`src/rtl/fetch_pkg.sv`:
```
// fetch_pkg: shared types and constants for the dual-issue fetch path
package fetch_pkg;
  localparam int XLEN = 64;
  typedef struct packed {
    logic [XLEN-1:0] pc;
    logic [31:0]     instr;
  } fetch_entry_t;
  localparam logic [1:0] DEQ_NONE = 2'd0;
  localparam logic [1:0] DEQ_ONE  = 2'd1;
  localparam logic [1:0] DEQ_TWO  = 2'd2;
  function automatic logic [1:0] deq_clamp(input logic [1:0] d);
    return d[1] ? DEQ_TWO : (d[0] ? DEQ_ONE : DEQ_NONE);
  endfunction
endpackage

```
`src/rtl/fetch_queue.sv`:
```
// fetch_queue: circular instruction buffer, pair enqueue, up-to-two dequeue
module fetch_queue #(
  parameter int XLEN  = 64,
  parameter int DEPTH = 8,
  localparam int PW   = $clog2(DEPTH),
  localparam int CW   = PW + 1
) (
  input  logic            clk,
  input  logic            rst_n,
  input  logic            i_flush,
  input  logic            i_enq2,
  input  logic [XLEN-1:0] i_enq0_pc,
  input  logic [31:0]     i_enq0_instr,
  input  logic [XLEN-1:0] i_enq1_pc,
  input  logic [31:0]     i_enq1_instr,
  input  logic [1:0]      i_deq_cnt,
  output logic [CW-1:0]   o_count,
  output logic            o_out0_valid,
  output logic [31:0]     o_out0_instr,
  output logic [XLEN-1:0] o_out0_pc,
  output logic            o_out1_valid,
  output logic [31:0]     o_out1_instr,
  output logic [XLEN-1:0] o_out1_pc
);
  import fetch_pkg::*;
  logic [XLEN-1:0] r_pc_mem    [DEPTH];
  logic [31:0]     r_instr_mem [DEPTH];
  logic [PW-1:0]   r_rd, r_wr;
  logic [CW-1:0]   r_count;
  logic [PW-1:0]   w_rd1, w_wr1;
  logic [1:0]      w_deq_req, w_deq_eff;
  assign w_rd1     = r_rd + PW'(1);
  assign w_wr1     = r_wr + PW'(1);
  assign w_deq_req = deq_clamp(i_deq_cnt);
  // over-requests shrink to what is actually held, so count never underflows
  assign w_deq_eff = (CW'(w_deq_req) > r_count) ? r_count[1:0] : w_deq_req;
  always_ff @(posedge clk) begin
    if (!rst_n || i_flush) begin
      r_rd    <= '0;
      r_wr    <= '0;
      r_count <= '0;
    end else begin
      r_rd    <= r_rd + PW'(w_deq_eff);
      r_wr    <= i_enq2 ? r_wr + PW'(2) : r_wr;
      r_count <= r_count - CW'(w_deq_eff) + (i_enq2 ? CW'(2) : CW'(0));
    end
  end
  always_ff @(posedge clk) begin
    if (i_enq2) begin
      r_pc_mem[r_wr]     <= i_enq0_pc;
      r_instr_mem[r_wr]  <= i_enq0_instr;
      r_pc_mem[w_wr1]    <= i_enq1_pc;
      r_instr_mem[w_wr1] <= i_enq1_instr;
    end
  end
  assign o_count      = r_count;
  assign o_out0_valid = r_count != '0;
  assign o_out1_valid = r_count > CW'(1);
  assign o_out0_instr = o_out0_valid ? r_instr_mem[r_rd] : '0;
  assign o_out0_pc    = o_out0_valid ? r_pc_mem[r_rd] : '0;
  assign o_out1_instr = o_out1_valid ? r_instr_mem[w_rd1] : '0;
  assign o_out1_pc    = o_out1_valid ? r_pc_mem[w_rd1] : '0;
endmodule

```
`src/rtl/fetch_ctrl_2way.sv`:
```
// fetch_ctrl_2way: dual-issue fetch PC, fetch gating and redirect handling
// feeding a two-wide instruction queue towards decode.
module fetch_ctrl_2way #(
  parameter int              XLEN     = 64,
  parameter int              DEPTH    = 8,
  parameter logic [XLEN-1:0] RESET_PC = '0
) (
  input  logic            clk,
  input  logic            rst_n,
  input  logic            fetch_en,
  input  logic            stall,
  input  logic            redirect_en,
  input  logic [XLEN-1:0] redirect_pc,
  output logic [XLEN-1:0] pc,
  output logic [XLEN-1:0] pc4,
  input  logic [31:0]     imem_instr1,
  input  logic [31:0]     imem_instr2,
  output logic            out0_valid,
  output logic            out1_valid,
  output logic [31:0]     out0_instr,
  output logic [31:0]     out1_instr,
  output logic [XLEN-1:0] out0_pc,
  output logic [XLEN-1:0] out1_pc,
  input  logic [1:0]      deq_cnt
);
  import fetch_pkg::*;
  localparam int CW = $clog2(DEPTH) + 1;
  logic [XLEN-1:0] r_pc;
  logic [CW-1:0]   w_count;
  logic            w_fetch;
  // free space judged before this cycle's dequeue, so a pair always fits
  assign w_fetch = fetch_en & ~stall & ~redirect_en & (w_count <= CW'(DEPTH - 2));
  assign pc      = r_pc;
  assign pc4     = r_pc + XLEN'(4);
  always_ff @(posedge clk) begin
    if (!rst_n)
      r_pc <= RESET_PC;
    else if (redirect_en)
      r_pc <= redirect_pc & ~XLEN'(3);
    else if (w_fetch)
      r_pc <= r_pc + XLEN'(8);
  end
  fetch_queue #(.XLEN(XLEN), .DEPTH(DEPTH)) u_queue (
    .clk          (clk),
    .rst_n        (rst_n),
    .i_flush      (redirect_en),
    .i_enq2       (w_fetch),
    .i_enq0_pc    (r_pc),
    .i_enq0_instr (imem_instr1),
    .i_enq1_pc    (pc4),
    .i_enq1_instr (imem_instr2),
    .i_deq_cnt    (deq_cnt),
    .o_count      (w_count),
    .o_out0_valid (out0_valid),
    .o_out0_instr (out0_instr),
    .o_out0_pc    (out0_pc),
    .o_out1_valid (out1_valid),
    .o_out1_instr (out1_instr),
    .o_out1_pc    (out1_pc)
  );
endmodule

```
`config.mk`:
```
export PLATFORM = sky130hd
export DESIGN_NAME = fetch_ctrl_2way
export DESIGN_NICKNAME = d
export VERILOG_FILES = /design/src/rtl/fetch_pkg.sv /design/src/rtl/fetch_queue.sv /design/src/rtl/fetch_ctrl_2way.sv
export SDC_FILE = /design/constraint.sdc
export NUM_CORES = 1
export LEC_CHECK = 0
export CAP_MARGIN = 5
export CORE_AREA = 2 2 262 264
export DETAILED_ROUTE_END_ITERATION = 6
export DIE_AREA = 0 0 264 266
export PLACE_DENSITY_LB_ADDON = 0.1
export SYNTH_ARGS = -nofsm -noshare
export SYNTH_HDL_FRONTEND = slang
export SYNTH_HIERARCHICAL = 1
export SYNTH_SLANG_ARGS = --single-unit
```
`constraint.sdc`:
```
create_clock -name clk -period 20.4 [get_ports clk]
set_clock_uncertainty 0.2 [all_clocks]
set_input_delay 4.08 -clock clk [delete_from_list [all_inputs] [get_ports clk]]
set_output_delay 4.08 -clock clk [all_outputs]
set_load 0.01 [all_outputs]
```
==> reports/summary.txt <==
Status: finished clean
Post-synthesis adder-cell area fraction: 0.00576
P per Cell Area: 108 nW/um^2
Post-synthesis sequential area ratio: 0.599
Placed Area: 45600 sq um
Root Driver: clkbuf_16
Most numerous cell in the Yosys netlist: edfxtp_1
Mapped Area: 40900 sq um
H-tree depth: 3
Clock-pin slew on the worst setup and hold paths: 0.06 ns
Ports: 457
Cell Chain, Critical Path: buf_12 -> buf_4 -> buf_4 -> mux4_2 -> a22o_1 -> clkdlybuf4s50_1
Reg2reg end: u_queue/r_pc_mem[2][35]
Top cell types by occurrence after synthesis: 768 x edfxtp_1, 391 x mux2i_1, 204 x a22oi_1
Die H: 266 microns
Fraction of layout cells with a size suffix above 1: 0.120
XOR/XNOR Fraction of Synth Area: 0.0144
Top FF cell, synth: edfxtp_1
Post-Synthesis Cells: 2658
CP required: 16.12 ns
Cell depth of the worst hold path: 2
IO buf count: 450
Initial antenna violation count: 25
Max IR drop VDD: 0.000116 V
Post-synth EDFFs: 768
Clock Latency Late Sink: 0.63 ns
Routability-driven placement congestion ratio: 0.924
Max Fclk: 98.6 MHz
Syn_area_per_cell: 15.4 sq um
Unrepaired setup endpoints after global routing: no
Crit Path Max Fanout: 155
Cell area after layout: 48400 sq um
Final Util: 0.715
TritonCTS clock tree: built
Simple-Gate Fraction of Synth Area: 0.0608
Crit-path max cell delay: 1.03 ns
Synth top area share: 0.564
Die area: 70200 sq um
Initial DRC count: 2909
WL/cell: 28.6 microns
Worst-Margin Slew: 1.23 ns
Largest net degree at the start of global routing: 156
Final period utilization: 0.497
Drc violations: 0
Hpwl dp: 70300 microns
Vias in the first global route: 27300
Async set-reset flop share out of synthesis: 0
CP bufs+invs: 4
Hold_buf cts: 0
Core area: 67700 sq um
Gr usage total: 0.320
Via count: 27100
Final Hold Fails: 0
Startpoint Class: flop
CP Data Arrival Time: 5.86 ns
MaxCap Viol Count: 0
Post-synthesis mux area share: 0.206
Post-Route Setup TNS: 0 ns
Synth area leader: edfxtp_1
Critical Path End Type: output port
Max transition margin: 0.183
Hold WC Path Type: flop to flop
Filler cells: 4372
First-pass GRT wire length: 168000 microns
R2R Path Start: u_queue/o_count[3]
Most area-consuming cells after synthesis: edfxtp_1 56%, mux2i_1 9.6%, mux4_2 9.2%
Number of buffers created by CTS: 87
Hold Startpoint: u_queue/r_wr[2]
Post-CTS sizing: 0
Yosys cell types: 67
Most frequent cell on the critical path: buf_4
Grt ovf: 0
Die Wd: 264 microns
Layout area overhead: 18.5%
Largest family of logic cells by synthesized area: multiplexers
CP max-delay cell: buf_4
DRT Wirelength: 114000 microns
Lkg Pwr: 15.3 nW
Yosys warns: 6
Complex-gate fraction of the synthesized area: 0.0783
Vias per cell: 6.78
Setup Buffers After CTS: 0
Hold Path Sink: u_queue/r_wr[2]
Fin. max-slew vios: 0
CTS max path bufs: 3
Final Critical Period: 10.14 ns
Number of synthesized register bits: 839
Clk sink count: 839
Starting density of the core: 0.603
Top delay family on crit path: buffers and inverters
Final antenna-violating net count: 0
WS Path Type: flop to output port
Fin nets: 3183
First-pass iteration count of the detailed router: 6
Reg-to-reg slack, setup: 15.64 ns
FP Rows: 96
Setup Viol. Count Final: 0
R2R cell count: 7
==> metrics by stage <==
stage               power, mW  setup slack (ns)  instances  hold slack (ns)
finish                   5.25             10.26       4001            0.368
global route             5.42             10.05       3994            0.390
CTS                      5.27             10.34       3985            0.370
detailed placement       3.70             11.03       3824            0.361
global placement         3.69             11.17       3824            0.332
floorplan                2.89              9.49       2677            0.314
==> worst register-to-register path: stages (launching register included) <==
cell      delay (ns)
dfxtp_1         0.30
or4b_1          0.46
a31o_2          0.23
buf_4           0.33
clkinv_2        0.61
and2_4          0.66
buf_4           0.73
buf_4           0.81
==> how the worst max path moves through the flow <==
stage | start | endpoint | slack [ns] | cells after the start
global placement | u_queue/r_rd[0] | out1_instr[0] | 11.17 | 6
detailed placement | u_queue/r_rd[0] | out1_instr[0] | 11.03 | 6
floorplan | redirect_en | u_queue/r_instr_mem[0][0] | 9.49 | 8
CTS | u_queue/r_rd[0] | out1_instr[0] | 10.34 | 6
finish | u_queue/r_rd[0] | out1_instr[0] | 10.26 | 6
global route | u_queue/r_rd[0] | out1_instr[0] | 10.05 | 6
==> layout by cell type (no fill, tap or decap), types with 10 or more instances in the layout <==
cell type / Yosys / final
edfxtp_1: 768 / 768
clkdlybuf4s50_1: 0 / 449
mux2i_1: 391 / 391
a22oi_1: 204 / 204
mux4_2: 166 / 166
and3_1: 114 / 114
a22o_1: 96 / 96
nor2_1: 95 / 94
nand2_1: 89 / 89
clkbuf_16: 0 / 88
dfxtp_1: 71 / 70
a21oi_1: 42 / 42
buf_4: 26 / 39
xor2_1: 37 / 37
nand3_1: 36 / 35
o21ai_0: 31 / 31
xnor2_1: 30 / 30
nand4_1: 28 / 28
mux4_1: 26 / 26
nor3_1: 24 / 24
clkinv_2: 1 / 22
conb_1: 1 / 20
inv_1: 19 / 19
or3_1: 19 / 19
diode_2: 0 / 16
clkbuf_1: 91 / 15
clkinv_1: 1 / 14
nor4_1: 14 / 13
ha_1: 14 / 13
a221oi_1: 10 / 10
==> flip-flops by register name, indices dropped and copies added (netlist names) <==
name,count
u_queue/r_pc_mem,512
u_queue/r_instr_mem,256
pc,62
u_queue/o_count,4
u_queue/r_rd,3
u_queue/r_wr,2
==> logic make-up (layout without fill, tap and decap cells) <==
kind of cell,Yosys count,count (layout)
AOI/OAI and AO/OA,429,429
xor gates and xnor gates,67,67
adders and majority gates,17,17
buffers and inverters,247,673
DFF,839,839
muxes,589,589
other,1,36
and+or+nand+nor,469,469
==> metal layers <==
layer  up-vias  track usage  part of all wire
li1      11600            -                 -
met1     13800        0.411              0.37
met2      1464        0.523              0.49
met3       268       0.0754              0.10
met4        22        0.144             0.040
met5         -            0            0.0012
==> final cells by class <==
type	count	area, sq um	area share
inverters	22	83.8	0.00173
clock inverters	53	510	0.0105
multi-input cells	1591	15100	0.311
diodes	16	40.0	0.000827
flip-flops and latches	839	24500	0.506
well taps	882	1100	0.0228
clock buffers	108	2330	0.0481
repair buffers	490	4810	0.0994
==> report_power, final <==
| part | leakage (nW) | internal (mW) | switching [mW] |
|---|---|---|---|
| sequential | 7.61 | 1.92 | 0.0493 |
| clock | 1.39 | 0.924 | 0.654 |
| combinational | 6.28 | 0.832 | 0.869 |
(Power assumes the default switching activity.)
